`src/rtl/rv32_pkg.sv`:
```
// rv32_pkg: shared RV32I writeback constants and types.
// Used by the load queue and the writeback arbiter.
package rv32_pkg;

  localparam int XLEN       = 32;
  localparam int REG_ADDR_W = 5;
  localparam int NREGS      = 1 << REG_ADDR_W;

  typedef logic [REG_ADDR_W-1:0] reg_idx_t;
  typedef logic [XLEN-1:0]       xlen_t;

  typedef struct packed {
    reg_idx_t rd;
    xlen_t    data;
    logic     live;
  } wb_entry_t;

  typedef enum logic [1:0] {
    SRC_NONE,
    SRC_ALU,
    SRC_LQ
  } wb_src_e;

  // One-hot decode of a destination; x0 never shows as busy.
  function automatic logic [NREGS-1:0] rd_onehot(
    input reg_idx_t rd
  );
    logic [NREGS-1:0] oh;
    oh     = '0;
    oh[rd] = (rd != '0);
    return oh;
  endfunction

endpackage

```
`src/rtl/wb_load_queue.sv`:
```
// wb_load_queue: circular FIFO of returning loads.
// Supports rd-match kill and a live-entry busy bitmap.
module wb_load_queue
  import rv32_pkg::*;
#(
  parameter int LQ_DEPTH = 4
) (
  input  logic             clock,
  input  logic             reset_n,
  input  logic             push,
  input  reg_idx_t         push_rd,
  input  xlen_t            push_data,
  input  logic             pop,
  input  logic             kill,
  input  reg_idx_t         kill_rd,
  output wb_entry_t        head,
  output logic             full,
  output logic             empty,
  output logic [NREGS-1:0] busy
);

  localparam int PTR_W = $clog2(LQ_DEPTH);
  localparam int CNT_W = PTR_W + 1;
  localparam logic [CNT_W-1:0] DEPTH_C =
    CNT_W'(LQ_DEPTH);
  localparam logic [PTR_W-1:0] PTR_ONE =
    PTR_W'(1);
  localparam logic [CNT_W-1:0] CNT_ONE =
    CNT_W'(1);

  wb_entry_t        mem_q [LQ_DEPTH];
  wb_entry_t        mem_d [LQ_DEPTH];
  logic [PTR_W-1:0] head_q;
  logic [PTR_W-1:0] head_d;
  logic [PTR_W-1:0] tail_q;
  logic [PTR_W-1:0] tail_d;
  logic [CNT_W-1:0] count_q;
  logic [CNT_W-1:0] count_d;
  logic             push_ok;
  logic             pop_ok;

  assign full    = (count_q == DEPTH_C);
  assign empty   = (count_q == '0);
  assign head    = mem_q[head_q];
  assign push_ok = push && !full;
  assign pop_ok  = pop && !empty;

  // Next storage: kill matches, retire head, append
  // tail; a same-cycle push is older than the kill.
  always_comb begin
    for (int i = 0; i < LQ_DEPTH; i++) begin
      mem_d[i] = mem_q[i];
      if (kill && (mem_q[i].rd == kill_rd)) begin
        mem_d[i].live = 1'b0;
      end
    end
    if (pop_ok) begin
      mem_d[head_q].live = 1'b0;
    end
    if (push_ok) begin
      mem_d[tail_q].rd   = push_rd;
      mem_d[tail_q].data = push_data;
      mem_d[tail_q].live =
        !(kill && (push_rd == kill_rd));
    end
  end

  // Pointer and occupancy update.
  always_comb begin
    head_d  = head_q;
    tail_d  = tail_q;
    count_d = count_q;
    if (pop_ok) begin
      head_d = head_q + PTR_ONE;
    end
    if (push_ok) begin
      tail_d = tail_q + PTR_ONE;
    end
    unique case ({push_ok, pop_ok})
      2'b10:   count_d = count_q + CNT_ONE;
      2'b01:   count_d = count_q - CNT_ONE;
      default: count_d = count_q;
    endcase
  end

  // Busy bitmap: OR of live entries' destinations.
  always_comb begin
    busy = '0;
    for (int i = 0; i < LQ_DEPTH; i++) begin
      if (mem_q[i].live) begin
        busy = busy | rd_onehot(mem_q[i].rd);
      end
    end
  end

  // Queue state; reset drops every queued load.
  always_ff @(posedge clock or negedge reset_n) begin
    if (!reset_n) begin
      for (int i = 0; i < LQ_DEPTH; i++) begin
        mem_q[i] <= '0;
      end
      head_q  <= '0;
      tail_q  <= '0;
      count_q <= '0;
    end else begin
      for (int i = 0; i < LQ_DEPTH; i++) begin
        mem_q[i] <= mem_d[i];
      end
      head_q  <= head_d;
      tail_q  <= tail_d;
      count_q <= count_d;
    end
  end

  a_count_bound: assert property (
    @(posedge clock) disable iff (!reset_n)
    count_q <= DEPTH_C
  );

  a_ptr_gap: assert property (
    @(posedge clock) disable iff (!reset_n)
    (count_q == '0 || count_q == DEPTH_C)
      |-> (head_q == tail_q)
  );

endmodule

```
`src/rtl/regfile_writeback.sv`:
```
// regfile_writeback: merges ALU results and queued loads
// into the register file's single registered write port.
module regfile_writeback
  import rv32_pkg::*;
#(
  parameter int LQ_DEPTH = 4
) (
  input  logic                  clock,
  input  logic                  reset_n,
  input  logic                  alu_valid,
  input  logic [REG_ADDR_W-1:0] alu_rd,
  input  logic [XLEN-1:0]       alu_data,
  output logic                  alu_ready,
  input  logic                  load_valid,
  input  logic [REG_ADDR_W-1:0] load_rd,
  input  logic [XLEN-1:0]       load_data,
  output logic                  load_ready,
  output logic                  rf_write,
  output logic [REG_ADDR_W-1:0] rf_write_reg,
  output logic [XLEN-1:0]       rf_write_data,
  output logic [NREGS-1:0]      busy
);

  wb_entry_t lq_head;
  logic      lq_full;
  logic      lq_empty;
  logic      lq_push;
  logic      lq_pop;
  logic      alu_win;
  logic      sel_alu;
  logic      sel_lq;
  wb_src_e   src;

  logic     rf_write_q;
  logic     rf_write_d;
  reg_idx_t rf_write_reg_q;
  reg_idx_t rf_write_reg_d;
  xlen_t    rf_write_data_q;
  xlen_t    rf_write_data_d;

  wb_load_queue #(
    .LQ_DEPTH (LQ_DEPTH)
  ) u_lq (
    .clock     (clock),
    .reset_n   (reset_n),
    .push      (lq_push),
    .push_rd   (load_rd),
    .push_data (load_data),
    .pop       (lq_pop),
    .kill      (alu_win),
    .kill_rd   (alu_rd),
    .head      (lq_head),
    .full      (lq_full),
    .empty     (lq_empty),
    .busy      (busy)
  );

  // Arbitration from registered queue state only;
  // a full queue forces the head out ahead of the ALU.
  always_comb begin
    alu_ready  = !lq_full;
    load_ready = !lq_full;
    alu_win    = alu_valid
              && (alu_rd != '0)
              && !lq_full;
    lq_push    = load_valid
              && (load_rd != '0)
              && !lq_full;
    sel_alu    = alu_win;
    sel_lq     = !alu_win && !lq_empty;
    src        = SRC_NONE;
    unique case (1'b1)
      sel_alu: src = SRC_ALU;
      sel_lq:  src = SRC_LQ;
      default: src = SRC_NONE;
    endcase
    lq_pop = (src == SRC_LQ);
  end

  // Write-port next value; killed heads burn the slot.
  always_comb begin
    rf_write_d      = 1'b0;
    rf_write_reg_d  = rf_write_reg_q;
    rf_write_data_d = rf_write_data_q;
    unique case (src)
      SRC_ALU: begin
        rf_write_d      = 1'b1;
        rf_write_reg_d  = alu_rd;
        rf_write_data_d = alu_data;
      end
      SRC_LQ: begin
        if (lq_head.live) begin
          rf_write_d      = 1'b1;
          rf_write_reg_d  = lq_head.rd;
          rf_write_data_d = lq_head.data;
        end
      end
      default: begin
        rf_write_d = 1'b0;
      end
    endcase
  end

  // Registered write port.
  always_ff @(posedge clock or negedge reset_n) begin
    if (!reset_n) begin
      rf_write_q      <= 1'b0;
      rf_write_reg_q  <= '0;
      rf_write_data_q <= '0;
    end else begin
      rf_write_q      <= rf_write_d;
      rf_write_reg_q  <= rf_write_reg_d;
      rf_write_data_q <= rf_write_data_d;
    end
  end

  assign rf_write      = rf_write_q;
  assign rf_write_reg  = rf_write_reg_q;
  assign rf_write_data = rf_write_data_q;

  a_no_x0_write: assert property (
    @(posedge clock) disable iff (!reset_n)
    rf_write |-> (rf_write_reg != '0)
  );

endmodule

```
`config.mk`:
```
export PLATFORM = sky130hd
export DESIGN_NAME = regfile_writeback
export DESIGN_NICKNAME = d
export VERILOG_FILES = /design/src/rtl/rv32_pkg.sv /design/src/rtl/wb_load_queue.sv /design/src/rtl/regfile_writeback.sv
export SDC_FILE = /design/constraint.sdc
export NUM_CORES = 1
export LEC_CHECK = 0
export ABC_AREA = 0
export CORE_MARGIN = 8
export CORE_UTILIZATION = 40
export CTS_BUF_LIST = sky130_fd_sc_hd__clkbuf_4 sky130_fd_sc_hd__clkbuf_8
export DETAILED_ROUTE_END_ITERATION = 8
export HOLD_SLACK_MARGIN = 0.06
export PLACE_DENSITY = 0.62
export SKIP_CTS_REPAIR_TIMING = 1
export SYNTH_ARGS = -nofsm -noshare
export SYNTH_HDL_FRONTEND = slang
export SYNTH_SLANG_ARGS = --single-unit
```
`constraint.sdc`:
```
create_clock -name clock -period 2.2 [get_ports clock]
set_input_delay 0.33 -clock clock [delete_from_list [all_inputs] [get_ports clock]]
set_output_delay 0.33 -clock clock [all_outputs]
set_load 0.01 [all_outputs]
```
==> Word-level counts from Yosys, hierarchy flattened <==
Index checks and enable logic that the tools add are counted.
{ "word_totals": {"latchBits": 0, "mem_bits_ro": 0, "reg_bits": 197, "ramBits": 0, "word_cells": 127, "mem_count": 0} }
{ "op_classes": {"n_div": 0, "n_eq_ne": 11, "n_bitwise": 9, "mul": 0, "reduce_logical": 32, "shifts": 0, "n_mux": 41, "magnitude_cmp": 12, "n_addsub": 4} }
{ "ops": {"columns": ["cell", "n"], "rows": [
  ["152-bit bitwise mux", 4],
  ["38-bit demux with 2-bit select", 4],
  ["152-bit 2-to-1 mux", 2],
  ["32-bit 2-to-1 mux", 5],
  ["32-bit bitwise AND", 4],
  ["38-bit 2-to-1 mux", 3],
  ["32-bit OR", 3],
  ["38-bit binary-select mux with 2-bit select", 1],
  ["32-bit one-hot mux with 2 select lines", 1],
  ["33-bit 2-to-1 mux", 1],
  ["5-bit nonzero test", 6],
  ["5-bit == test", 5],
  ["5-bit by 6-bit less-than comparator with 1-bit output (second input constant)", 4],
  ["1-bit demux with 5-bit select", 4],
  ["5-bit by 1-bit >= comparator with 1-bit output (second input constant)", 4],
  ["1-bit logical AND", 18],
  ["1-bit 2-to-1 mux", 11],
  ["5-bit one-hot mux with 2 select lines", 1],
  ["3-bit >= comparator (second input constant)", 2],
  ["3-bit by 1-bit less-than comparator with 1-bit output (second input constant)", 2],
  ["2-bit NOT with 3-bit output", 2],
  ["3-bit one-hot mux with 2 select lines", 1],
  ["5-bit 2-to-1 mux", 1],
  ["2-bit by 1-bit adder with 2-bit output (second input constant)", 2],
  ["12 further kinds", 18]
]} }

==> Logic depth before layout (Yosys ltp) <==
Gate-level depths: netlist of the first run.
{ "depth": {"depth_word": 13, "mapped_depth": 11, "ltp_nobuf": 10} }

==> By module <==
Synthesis of the first run repeated with hierarchy kept, for this count alone.
{ "unflattened": {"hier_cells": 1048, "hier_area_um2": 10447.5} }
{ "by_module_without_submodules": {"columns": ["module", "cells_each", "seq_area_each_um2", "area_each_um2", "instances"], "rows": [
  ["wb_load_queue", 916, 3978.8, 8500.7, 1],
  ["regfile_writeback", 132, 950.9, 1946.9, 1]
]} }

==> Least setup slack after synthesis of the first run <==
Ideal clock, no wire load.
{ "synth_path": {"kind": "input to register", "start": "input port alu_rd[2]", "end": "register u_lq.count_q[2]", "path_buffers": 2, "arrival_ps": 2545, "path_slack_ps": -424, "stages": 11, "required_ps": 2121, "setup_time_ps": 79, "cell_sequence": "buf_2 > or4_4 > o211ai_4 > buf_4 > and2_1 > ha_1 > inv_1 > fa_1 > xor2_1 > nor2_1 > xor2_1"} }
{ "synth_between": {"elab_chain_len": 10, "elab_cells_between_ends": 12, "classes_between": "eq/ne: 3; mux: 2; reduce/logical: 7"} }
{ "synth_rtl": {"columns": ["item", "line", "text"], "rows": [
  ["from (decl)", "regfile_writeback.sv:11", "input logic [REG_ADDR_W-1:0] alu_rd,"],
  ["5-bit nonzero test (*)", "regfile_writeback.sv:64", "&& (alu_rd != '0)"],
  ["1-bit logical AND (*)", "regfile_writeback.sv:64", null],
  ["1-bit logical AND (*)", "regfile_writeback.sv:65", "&& !lq_full;"],
  ["1-bit logical NOT", "regfile_writeback.sv:70", "sel_lq = !alu_win && !lq_empty;"],
  ["1-bit logical AND", "regfile_writeback.sv:70", null],
  ["2-bit one-hot mux with 2 select lines (*)", "regfile_writeback.sv:72", "unique case (1'b1)"],
  ["2-bit == test (*)", "regfile_writeback.sv:77", "lq_pop = (src == SRC_LQ);"],
  ["1-bit logical AND (*)", "wb_load_queue.sv:46", "assign pop_ok = pop && !empty;"],
  ["net u_lq.pop_ok", "wb_load_queue.sv:40", "logic pop_ok;"],
  ["2-bit by 1-bit == test with 1-bit output or 2-bit == test (tied branches)", "wb_load_queue.sv:79", "unique case ({push_ok, pop_ok})"],
  ["3-bit one-hot mux with 2 select lines or 2-bit nonzero test (tied branches)", null, null],
  ["to (signal assigned)", "wb_load_queue.sv:111", "count_q <= count_d;"],
  ["to (signal assigned)", "wb_load_queue.sv:117", "count_q <= DEPTH_C"],
  ["to (decl)", "wb_load_queue.sv:37", "logic [CNT_W-1:0] count_q;"]
]} }
The timed path passes the listed nets; every way through them passes the cells marked *.
A chain may end at the register's enable or synchronous reset.

==> Worst setup path in the final report of the first run <==
{ "layout_path": {"start": "register u_lq.mem_q[38] (netlist name)", "end": "output port busy[20]"} }
{ "layout_between": {"elab_chain_len": 3} }
{ "layout_rtl": {"columns": ["item", "line", "text"], "rows": [
  ["from (decl)", "wb_load_queue.sv:31", "wb_entry_t mem_q [LQ_DEPTH];"],
  ["from (signal, indexed assignment)", "wb_load_queue.sv:107", "mem_q[i] <= mem_d[i];"],
  ["32-bit 2-to-1 mux (*)", "wb_load_queue.sv:90", "if (mem_q[i].live) begin"],
  ["32-bit OR", "wb_load_queue.sv:91", "busy = busy | rd_onehot(mem_q[i].rd);"],
  ["32-bit 2-to-1 mux (*)", "wb_load_queue.sv:90", null],
  ["to (decl)", "regfile_writeback.sv:21", "output logic [NREGS-1:0] busy"]
]} }
Every way passes the cells marked *; elsewhere a longest branch is shown, timed or not.

==> results of run 1 <==
cell usage after synthesis (3+ instances only):
master / number / area, um2
nand3b_1: 10 / 75.1
xor2_1: 12 / 105
buf_6: 4 / 45.0
and3_1: 8 / 50.1
o32ai_1: 5 / 43.8
a211oi_1: 5 / 37.5
nand4_1: 37 / 231
mux4_2: 38 / 856
o22ai_1: 5 / 31.3
dfrtp_1: 197 / 4930
nor4_1: 5 / 31.3
a221o_1: 5 / 50.1
mux2_2: 148 / 1670
nor2_1: 8 / 30.0
nor3_1: 4 / 20.0
a22oi_1: 23 / 173
o221a_1: 20 / 225
nand2b_1: 5 / 31.3
buf_2: 21 / 105
nand2_1: 18 / 67.6
inv_1: 58 / 218
buf_4: 8 / 60.1
clkbuf_1: 39 / 146
nand3_1: 11 / 55.1
xnor2_1: 18 / 158
o21ai_0: 3 / 15.0
nor3b_1: 8 / 60.1
or3b_2: 6 / 52.6
or3_1: 3 / 18.8
ha_1: 9 / 113
o221a_2: 17 / 191
and3b_1: 6 / 52.6
o221ai_1: 23 / 201
layer usage:
metal | GRT usage (%) | routed length, um | part of all wire [%] | vias to the layer above
met5 | 0 | 0 | 0 | -
met3 | 4.21 | 1400 | 4.8 | 45
li1 | - | - | - | 3401
met4 | 5.76 | 599 | 2.1 | 0
met1 | 24.3 | 13200 | 45 | 3960
met2 | 30.4 | 13800 | 48 | 221
how the worst max path moves through the flow:
stage,from,endpoint,slack (ns),depth (start not counted)
finish,u_lq.mem_q[38]$_DFF_PN0_,busy[20],-0.03,4
global route,u_lq.mem_q[38]$_DFF_PN0_,busy[20],-0.08,4
CTS,u_lq.mem_q[71]$_DFFE_PN0P_,busy[5],-0.61,6
detailed placement,alu_rd[3],rf_write_data[31]$_DFFE_PN0P_,-0.52,8
global placement,alu_rd[3],u_lq.count_q[2]$_DFFE_PN0P_,-0.52,10
floorplan,alu_rd[2],u_lq.count_q[2]$_DFFE_PN0P_,-0.30,11
worst max-delay path, stage by stage (launching register included):
cell      delay [ns]
dfrtp_2         0.45
or3b_4          0.48
o22ai_1         0.19
a221o_1         0.16
clkbuf_2        0.15
area by class of cell:
| class | instances | area share [%] |
|---|---|---|
| clock inverter | 12 | 0.898 |
| sequential | 197 | 37.0 |
| clock buffer | 18 | 1.85 |
| multi-input combinational | 473 | 38.1 |
| timing repair buffer | 251 | 17.3 |
| inverter | 58 | 1.63 |
| antenna | 2 | 0.0374 |
| tap | 330 | 3.09 |
metrics by stage:
stage	std cells	TNS, ns	hold WS, ns
CTS	1315	-14.18	-0.194
global route	1341	-0.504	0.353
global placement	1285	-47.97	0.329
floorplan	800	-0.477	0.0344
detailed placement	1285	-49.49	0.331
finish	1341	-0.0257	0.346
layout by cell type (no fill, tap or decap), drive strengths merged, types with 4 or more instances in the layout:
master	count
o22ai	5
nor3	4
a211oi	5
clkinv	4
mux2	148
mux4	38
buf	121
nor2	8
inv	62
o32ai	5
xor2	12
o221ai	23
o221a	37
nand3b	10
and3b	6
nand3	11
ha	9
and3	8
a221o	5
clkinvlp	4
dfrtp	197
nor3b	9
clkbuf	30
dlymetal6s2s	7
nor4	6
a22oi	23
or3b	6
nand4	37
nand2	19
nand2b	5
xnor2	18
clkdlybuf4s50	110
power by group:
part           switching, mW  total (mW)  internal, mW
combinational           4.82        10.7          5.88
clock                   1.40        2.24         0.843
sequential              1.27        6.81          5.54
logic make-up after synthesis:
| kind of cell | after synthesis |
|---|---|
| xor+xnor | 30 |
| mux | 186 |
| buf+inv | 130 |
| compound gates | 112 |
| simple gates | 134 |
| other cells | 1 |
| flops | 197 |
| fa+ha+maj | 10 |
==> metrics.md, run 1 <==
| Metric | Value |
|---|---|
| Status | finished, violations left |
| Failing checks | setup timing |
| Fin. max-slew vios | 0 |
| Filler instances | 2186 |
| Worst R2R End | rf_write_reg[0]$_DFFE_PN0P_ |
| Ys flop type | dfrtp_1 |
| Synth Area in Simple Gates | 8.02% |
| Area after DPL | 0.0126 mm2 |
| Die Span Y | 176 um |
| Worst Path Required | 1.87 ns |
| XOR/XNOR Fraction of Synth Area | 2.56% |
| Tcrit/Tclk final | 101% |
| Maxcap violations | 0 |
| Area Growth Syn to Fin | 30.2% |
| Vias in the first global route | 8149 |
| CTS tree | built |
| Syn_nets | 888 |
| Adder-cell share of the synthesized area | 1.29% |
| Largest net degree at the start of global routing | 65 |
| FF-to-FF Start | u_lq.count_q[1]$_DFFE_PN0P_ |
| Detailed Route Iter0 Violations | 527 |
| Top-Level Pins | 150 |
| Gr ovfl total | 0 |
| Root Driver | clkbuf_8 |
| DR vias | 7627 |
| First-pass GRT wire length | 46100 um |
| Worst-path maximum fanout | 7 |
| Power, Total | 19.7 mW |
| Tot GR Track Use | 18.6% |
| Worst hold path class | in -> reg |
| Compound-Gate Fraction of Synth Area | 10.0% |
| # setup viols final | 1 |
| Clk buf depth | 2 |
| Die Area | 0.0311 mm2 |
| Vias per inst | 5.69 |
| Placeable Area | 0.0252 mm2 |
| Slew @ Worst Pin | 0.519 ns |
| Critical path launch point type | register |
| DP HPWL | 20100 um |
| Mean Syn Cell Area | 12.8 um2 |
| Type of the worst setup path | reg -> out |
| Synthesized flop and latch total | 197 |
| Post-synthesis sequential area ratio | 48.0% |
| Fin area | 0.0134 mm2 |
| Finished Core Util | 53.1% |
| Clock transition at path regs | 0.12 ns |
| Worst Slack Setup Final | -0.0257 ns |
| PD cells | 1480 mW/mm2 |
| Hold endpoint | rf_write_reg[2]$_DFFE_PN0P_ |
| Cell variety after synth | 45 |
| Port buffer count | 148 |
| R2r worst-path depth | 8 |
| Fmax | 449 MHz |
| Hold Path Depth | 3 |
| Layout cell share with drive strength beyond 1 | 45.2% |
| Crit path DAT | 1.90 ns |
| Ys async rst share | 100% |
| Max IR drop VDD | 660 uV |
| Gate count after technology mapping | 800 |
| Final hold violation count | 0 |
| Core Rows | 58 |
| Mapped cell area | 0.0103 mm2 |
| Antenna viol nets, final | 0 |
| Mux share of post-synthesis cell area | 24.5% |
| Sequential cell area | 0.00496 mm2 |
| Initial antenna violation count | 2 |
| Worst slew margin | 65.4% |
| DR pass1 iterations | 5 |
| Largest family of logic cells by synthesized area | multiplexers |
| Skew final | 0.0272 ns |
| Yosys warning total | 0 |
| H-tree depth | 4 |
| Clock latency at the later pin of the worst-skew pair | 0.48 ns |
| EDFF count, synth | 0 |
| DRC | 0 |
| Post-Route WL | 29000 um |
| Final nets | 1086 |
| Pre-CTS setup slack | -0.520 ns |
| Multi-input gate area | 0.00510 mm2 |
| Max reg flops | 152 |
| Starting density of the core | 40.8% |
| Die X | 176 um |
| Final min period | 2.23 ns |
| Wire per inst | 21.6 um |
| Worst reg2reg setup slack | 0.12 ns |
| Hold path start | alu_rd[2] |
| Worst setup EP type | primary output |
| Clock sinks | 197 |
| GP Congestion | 0.874 |
| Num CTS Buffers | 17 |
| Leakage | 5.46 nW |
| RSZ-0062 raised after global routing | yes |
No activity file was read; power rests on OpenSTA's default activity.
==> inputs of run 2 (changes only) <==
--- a/config.mk
+++ b/config.mk
@@ -6,5 +6,4 @@
 export NUM_CORES = 1
 export LEC_CHECK = 0
-export ABC_AREA = 0
 export CORE_MARGIN = 8
 export CORE_UTILIZATION = 40
==> constraint.sdc (replaced) <==
create_clock -name clock -period 2.2 [get_ports clock]
set_input_delay 0.33 -clock clock [delete_from_list [all_inputs] [get_ports clock]]
set_output_delay 0.33 -clock clock [all_outputs]
set_load 0.1 [all_outputs]
==> run 2 against run 1 <==
- the flow still finishes with violations (setup timing)
- clock power increased by 2%
- cell count is 2.5% higher
- global-route usage up 0.12 points
- final area is 7.7% higher
- register-to-register slack worse by 0.08 ns
==> metrics.md, run 2 (synthesized netlist as in run 1, its figures left out) <==
| Metric | Value |
|---|---|
| Tcrit/Tclk final | 105% (+3.7 points) |
| DR vias | 7751 (+1.6%) |
| Seq pwr share | 28.0% (-6.5 points) |
| Critical path launch point type | register |
| Sw frac | 46.9% (+9.0 points) |
| Clock sinks | 197 (unchanged) |
| DRC | 0 (unchanged) |
| H-tree depth | 4 (unchanged) |
| Placed cells | 1282 (-0.23%) |
| Die Span Y | 176 um (unchanged) |
| Initial antenna violation count | 1 (-1) |
| Crit path DAT | 1.98 ns (+0.08 ns) |
| Sw Pwr | 11.5 mW (+54%) |
| Final hold violation count | 0 (unchanged) |
| Final Non-Filler Cells | 1375 (+2.5%) |
| CTS tree | built |
| Detailed Route Iter0 Violations | 511 (-3.0%) |
| Worst Path Required | 1.87 ns (about the same) |
| # setup viols final | 27 (+26) |
| Core Rows | 58 (unchanged) |
| Sequential cell area | 0.00495 mm2 (-0.13%) |
| Area after DPL | 0.0131 mm2 (+4.1%) |
| Root Driver | clkbuf_8 |
| Die Area | 0.0311 mm2 (unchanged) |
| P_int | 13.1 mW (+6.5%) |
| Clock power share | 9.3% (-2.0 points) |
| Final min period | 2.31 ns (+0.0823 ns) |
| WP buf/inv | 2 (+1) |
| Starting density of the core | 40.8% (unchanged) |
| Layout cell share with drive strength beyond 1 | 52.0% (+6.8 points) |
| Fin area | 0.0144 mm2 (+7.7%) |
| Commonest non-fill, non-tap cell in the layout | dfrtp_1 |
| Post-Route Setup TNS | -1.48 ns (-1.46 ns) |
| PD cells | 1710 mW/mm2 (+16%) |
| Ant. Diodes | 0 (-2) |
| Final nets | 1120 (+3.1%) |
| Type of the worst setup path | reg -> out |
| Status | finished, violations left |
| Multi-input gate area | 0.00536 mm2 (+5.0%) |
| Num CTS Buffers | 17 (unchanged) |
| Maxcap violations | 0 (unchanged) |
| Combinational Power Share | 62.7% (+8.5 points) |
| Worst setup EP type | primary output |
| GP Congestion | 0.901 (+3.2%) |
| Wire per inst | 21.5 um (-0.47%) |
| Fin. max-slew vios | 0 (unchanged) |
| Worst-path cell chain | buf_6 > or3_4 > o211ai_1 > clkbuf_16 |
| Top-Level Pins | 150 (unchanged) |
| DR pass1 iterations | 8 (+3) |
| Placeable Area | 0.0252 mm2 (unchanged) |
| Worst Slack Setup Final | -0.108 ns (-0.0823 ns) |
| Clock transition at path regs | 0.12 ns (about the same) |
| Area Growth Syn to Fin | 40.2% |
| Max IR drop VDD | 1090 uV (+65%) |
| Worst hold path class | in -> async |
| Failing checks | setup timing |
| Tot GR Track Use | 18.7% (+0.12 points) |
| Vias per inst | 5.64 (-0.89%) |
| Pre-CTS setup slack | -0.553 ns (-0.0327 ns) |
| CP max stage cell | dfrtp_2 |
| Post-Route WL | 29600 um (+2.1%) |
| Port buffer count | 148 (unchanged) |
| Gr ovfl total | 0 (unchanged) |
| Worst-path maximum fanout | 4 (-3) |
| First-pass GRT wire length | 46400 um (+0.63%) |
| DP HPWL | 20100 um (+0.14%) |
| RSZ-0062 raised after global routing | yes |
| CP delay by family, top | flip-flops |
| Slew @ Worst Pin | 0.496 ns (-0.0234 ns) |
| Finished Core Util | 57.2% (+4.1 points) |
| Skew final | 0.0218 ns (-0.00535 ns) |
| Die X | 176 um (unchanged) |
| CP peak stage delay | 0.44 ns (-0.04 ns) |
| Largest net degree at the start of global routing | 57 (-12%) |
| Filler instances | 2028 (-7.2%) |
| Antenna viol nets, final | 0 (unchanged) |
| Minimum hold slack | 0.356 ns (+0.0102 ns) |
| Leakage | 5.80 nW (+6.3%) |
| Power, Total | 24.6 mW (+25%) |
| Clock latency at the later pin of the worst-skew pair | 0.47 ns (about the same) |
| Max reg flops | 152 (unchanged) |
| Clk buf depth | 2 (unchanged) |
| Fmax | 433 MHz (-3.6%) |
| Commonest cells after routing, fill and taps aside | 181 x dfrtp_1, 148 x mux2_2, 135 x buf_4 |
| Vias in the first global route | 7996 (-1.9%) |
| Worst slew margin | 66.6% (+1.3 points) |
-- run 2: power groups by stage --
stage | sequential (mW) | combinational [mW] | clock, mW
after floorplan | 8.91 | 7.99 | 0
after global placement | 6.86 | 14.1 | 0
after detailed placement | 6.90 | 14.3 | 0
after CTS | 6.85 | 14.3 | 2.39
after global routing | 7.14 | 16.3 | 2.51
final | 6.89 | 15.4 | 2.29
-- run 2: final timing paths --
kind | startpoint | end | slack, ns | depth (start not counted)
worst max-delay path | u_lq.mem_q[37]$_DFFE_PN0P_ | busy[1] | -0.11 | 4
worst max register to register | u_lq.count_q[1]$_DFFE_PN0P_ | u_lq.count_q[2]$_DFFE_PN0P_ | 0.04 | 10
min in group clock | alu_rd[0] | rf_write_reg[0]$_DFFE_PN0P_ | 0.49 | 3
worst min-delay path | reset_n | rf_write_data[28]$_DFFE_PN0P_ | 0.36 | 2
worst min register to register | u_lq.mem_q[61]$_DFFE_PN0P_ | u_lq.mem_q[61]$_DFFE_PN0P_ | 0.51 | 1
max in group asynchronous | reset_n | u_lq.mem_q[97]$_DFFE_PN0P_ | 1.15 | 3
-- run 2: final cells by class --
type                       instances  area share, %
multi-input combinational        473           37.2
sequential                       197           34.3
timing repair buffer             285           21.3
tap                              330           2.87
clock buffer                      17           1.62
inverter                          58           1.54
clock inverter                    15           1.13
-- run 2: per-layer routing --
metal	global-route usage, %	share of wire [%]	up-vias
li1	-	-	3477
met1	25.7	44	3972
met2	29.5	49	253
met3	4.21	5.6	47
met4	5.12	1.5	2
met5	0	0.037	-
==> inputs of run 3 (changes only) <==
Settings changed: REMOVE_ABC_BUFFERS from default to 1.
==> run 3 against run 2 <==
- the flow still finishes with violations (setup timing)
- count of clock-buffer cells in the layout did not move
- cell count is 2.0% lower
- first-iteration DRC count is 20% higher
- critical path type unchanged
- register-to-register slack gained 0.07 ns
- critical path depth down 1
- largest cell class unchanged
- global-route usage shrank 0.32 points
- flip-flop and latch count is the same
- sequential power barely moved
- critical endpoint unchanged
- die area unchanged
- worst hold slack improved by 0.037 ns
- highest routed layer unchanged
- largest power group unchanged
- combinational power hardly changed
- routed wire length down 0.78%
==> metrics.md, run 3 (synthesized netlist as in run 1, its figures left out) <==
| Metric | Value |
|---|---|
| Tcrit/Tclk final | 105% (+0.13 points) |
| Clock sinks | 197 (unchanged) |
| GP Congestion | 0.890 (-1.3%) |
| Wire per inst | 21.8 um (+1.3%) |
| Sequential cell area | 0.00495 mm2 (+0.10%) |
| CTS tree | built |
| Minimum hold slack | 0.393 ns (+0.0369 ns) |
| Failing checks | setup timing |
| Die X | 176 um (unchanged) |
| Post-Route WL | 29400 um (-0.78%) |
| Layout cell share with drive strength beyond 1 | 50.5% (-1.5 points) |
| Placeable Area | 0.0252 mm2 (unchanged) |
| First-pass GRT wire length | 45500 um (-2.0%) |
| # setup viols final | 25 (-7.4%) |
| Commonest non-fill, non-tap cell in the layout | dfrtp_1 |
| Final min period | 2.31 ns (+0.00286 ns) |
| Gr ovfl total | 0 (unchanged) |
| Type of the worst setup path | reg -> out |
| Tot GR Track Use | 18.4% (-0.32 points) |
| Port buffer count | 148 (unchanged) |
| Largest net degree at the start of global routing | 68 (+19%) |
| Leakage | 5.67 nW (-2.2%) |
| Worst-path maximum fanout | 5 (+1) |
| DP HPWL | 19600 um (-2.6%) |
| Final hold violation count | 0 (unchanged) |
| Slew @ Worst Pin | 0.555 ns (+0.0589 ns) |
| Worst Slack Setup Final | -0.111 ns (-0.00286 ns) |
| Vias in the first global route | 7852 (-1.8%) |
| Filler instances | 2022 (-0.30%) |
| Critical path launch point type | register |
| Detailed Route Iter0 Violations | 613 (+20%) |
| H-tree depth | 4 (unchanged) |
| Root Driver | clkbuf_8 |
| Pre-CTS setup slack | -0.641 ns (-0.0880 ns) |
| Starting density of the core | 40.8% (unchanged) |
| Skew final | 0.0261 ns (+0.00429 ns) |
| Maxcap violations | 0 (unchanged) |
| Multi-input gate area | 0.00526 mm2 (-1.9%) |
| Worst hold path class | in -> reg |
| Area Growth Syn to Fin | 36.9% |
| Fin. max-slew vios | 0 (unchanged) |
| Vias per inst | 5.68 (+0.81%) |
| RSZ-0062 raised after global routing | yes |
| Clock latency at the later pin of the worst-skew pair | 0.47 ns (about the same) |
| Worst Path Required | 1.87 ns (about the same) |
| Core Rows | 58 (unchanged) |
| Initial antenna violation count | 3 (+2) |
| Die Span Y | 176 um (unchanged) |
| Crit path DAT | 1.98 ns (about the same) |
| Top-Level Pins | 150 (unchanged) |
| Die Area | 0.0311 mm2 (unchanged) |
| Final nets | 1091 (-2.6%) |
| Clock transition at path regs | 0.11 ns (about the same) |
| DR pass1 iterations | 5 (-3) |
| Status | finished, violations left |
| PD cells | 1730 mW/mm2 (+1.4%) |
| Max IR drop VDD | 1120 uV (+2.8%) |
| DR vias | 7655 (-1.2%) |
| DRC | 0 (unchanged) |
| Max reg flops | 152 (unchanged) |
| Antenna viol nets, final | 0 (unchanged) |
| Commonest cells after routing, fill and taps aside | 177 x dfrtp_1, 148 x mux2_2, 112 x buf_4 |
| Fmax | 433 MHz (-0.12%) |
| Num CTS Buffers | 17 (unchanged) |
| Worst slew margin | 63.0% (-3.6 points) |
| Worst setup EP type | primary output |
| Clk buf depth | 2 (unchanged) |
## run 3: report_power, final
part	internal (mW)	switching (mW)	total, mW
Sequential	5.53	1.34	6.88
Combinational	6.42	8.63	15.1
Clock	0.975	1.45	2.42
## run 3: metrics by stage
| step | std cells | total power [mW] | TNS [ns] | utilization, % | area (um2) |
|---|---|---|---|---|---|
| 3_5_place_dp | 1271 | 20.6 | -37.54 | 50.8 | 12800 |
| 3_3_place_gp | 1271 | 20.5 | -40.33 | 50.8 | 12800 |
| 4_1_cts | 1303 | 23.1 | -12.29 | 52.4 | 13200 |
| 5_1_grt | 1346 | 25.6 | -3.23 | 55.9 | 14100 |
| 6_report | 1347 | 24.4 | -1.05 | 55.9 | 14100 |
| 2_1_floorplan | 728 | 16.2 | -359.12 | - | 9920 |
## run 3: worst paths after layout
kind                            slack, ns                         from                          end  cells after the start
worst min register to register       0.51   u_lq.mem_q[48]$_DFFE_PN0P_   u_lq.mem_q[48]$_DFFE_PN0P_                      1
min in group asynchronous            0.42                      reset_n   u_lq.mem_q[52]$_DFFE_PN0P_                      2
worst min-delay path                 0.39                    alu_rd[0]  rf_write_reg[0]$_DFFE_PN0P_                      3
max in group asynchronous            1.09                      reset_n   u_lq.mem_q[95]$_DFFE_PN0P_                      3
worst max-delay path                -0.11   u_lq.mem_q[35]$_DFFE_PN0P_                      busy[1]                      3
worst max register to register       0.11  u_lq.count_q[2]$_DFFE_PN0P_  rf_write_reg[2]$_DFFE_PN0P_                      7
## run 3: per-layer routing
metal / part of all wire (%) / routed length, um / GRT usage [%] / up-vias
met5: 0.11 / 32 / 0 / -
met3: 5.2 / 1520 / 4.04 / 49
met1: 45 / 13100 / 24.6 / 3916
met2: 48 / 14200 / 29.6 / 257
li1: - / - / - / 3429
met4: 1.7 / 510 / 5.40 / 4
## run 3: worst max-delay path, stage by stage, from the launching register on
cell and delay [ns]:
dfrtp_2 0.48, or3_4 0.43, o211ai_1 0.34, clkbuf_16 0.28
## run 3: area by class of cell
cell class,count,area share (%)
flip-flops and latches,197,35.2
diodes,1,0.0178
repair buffers,256,20.0
inverters,58,1.55
well taps,330,2.93
clock buffers,17,1.66
clock inverters,15,1.29
multi-input cells,473,37.4
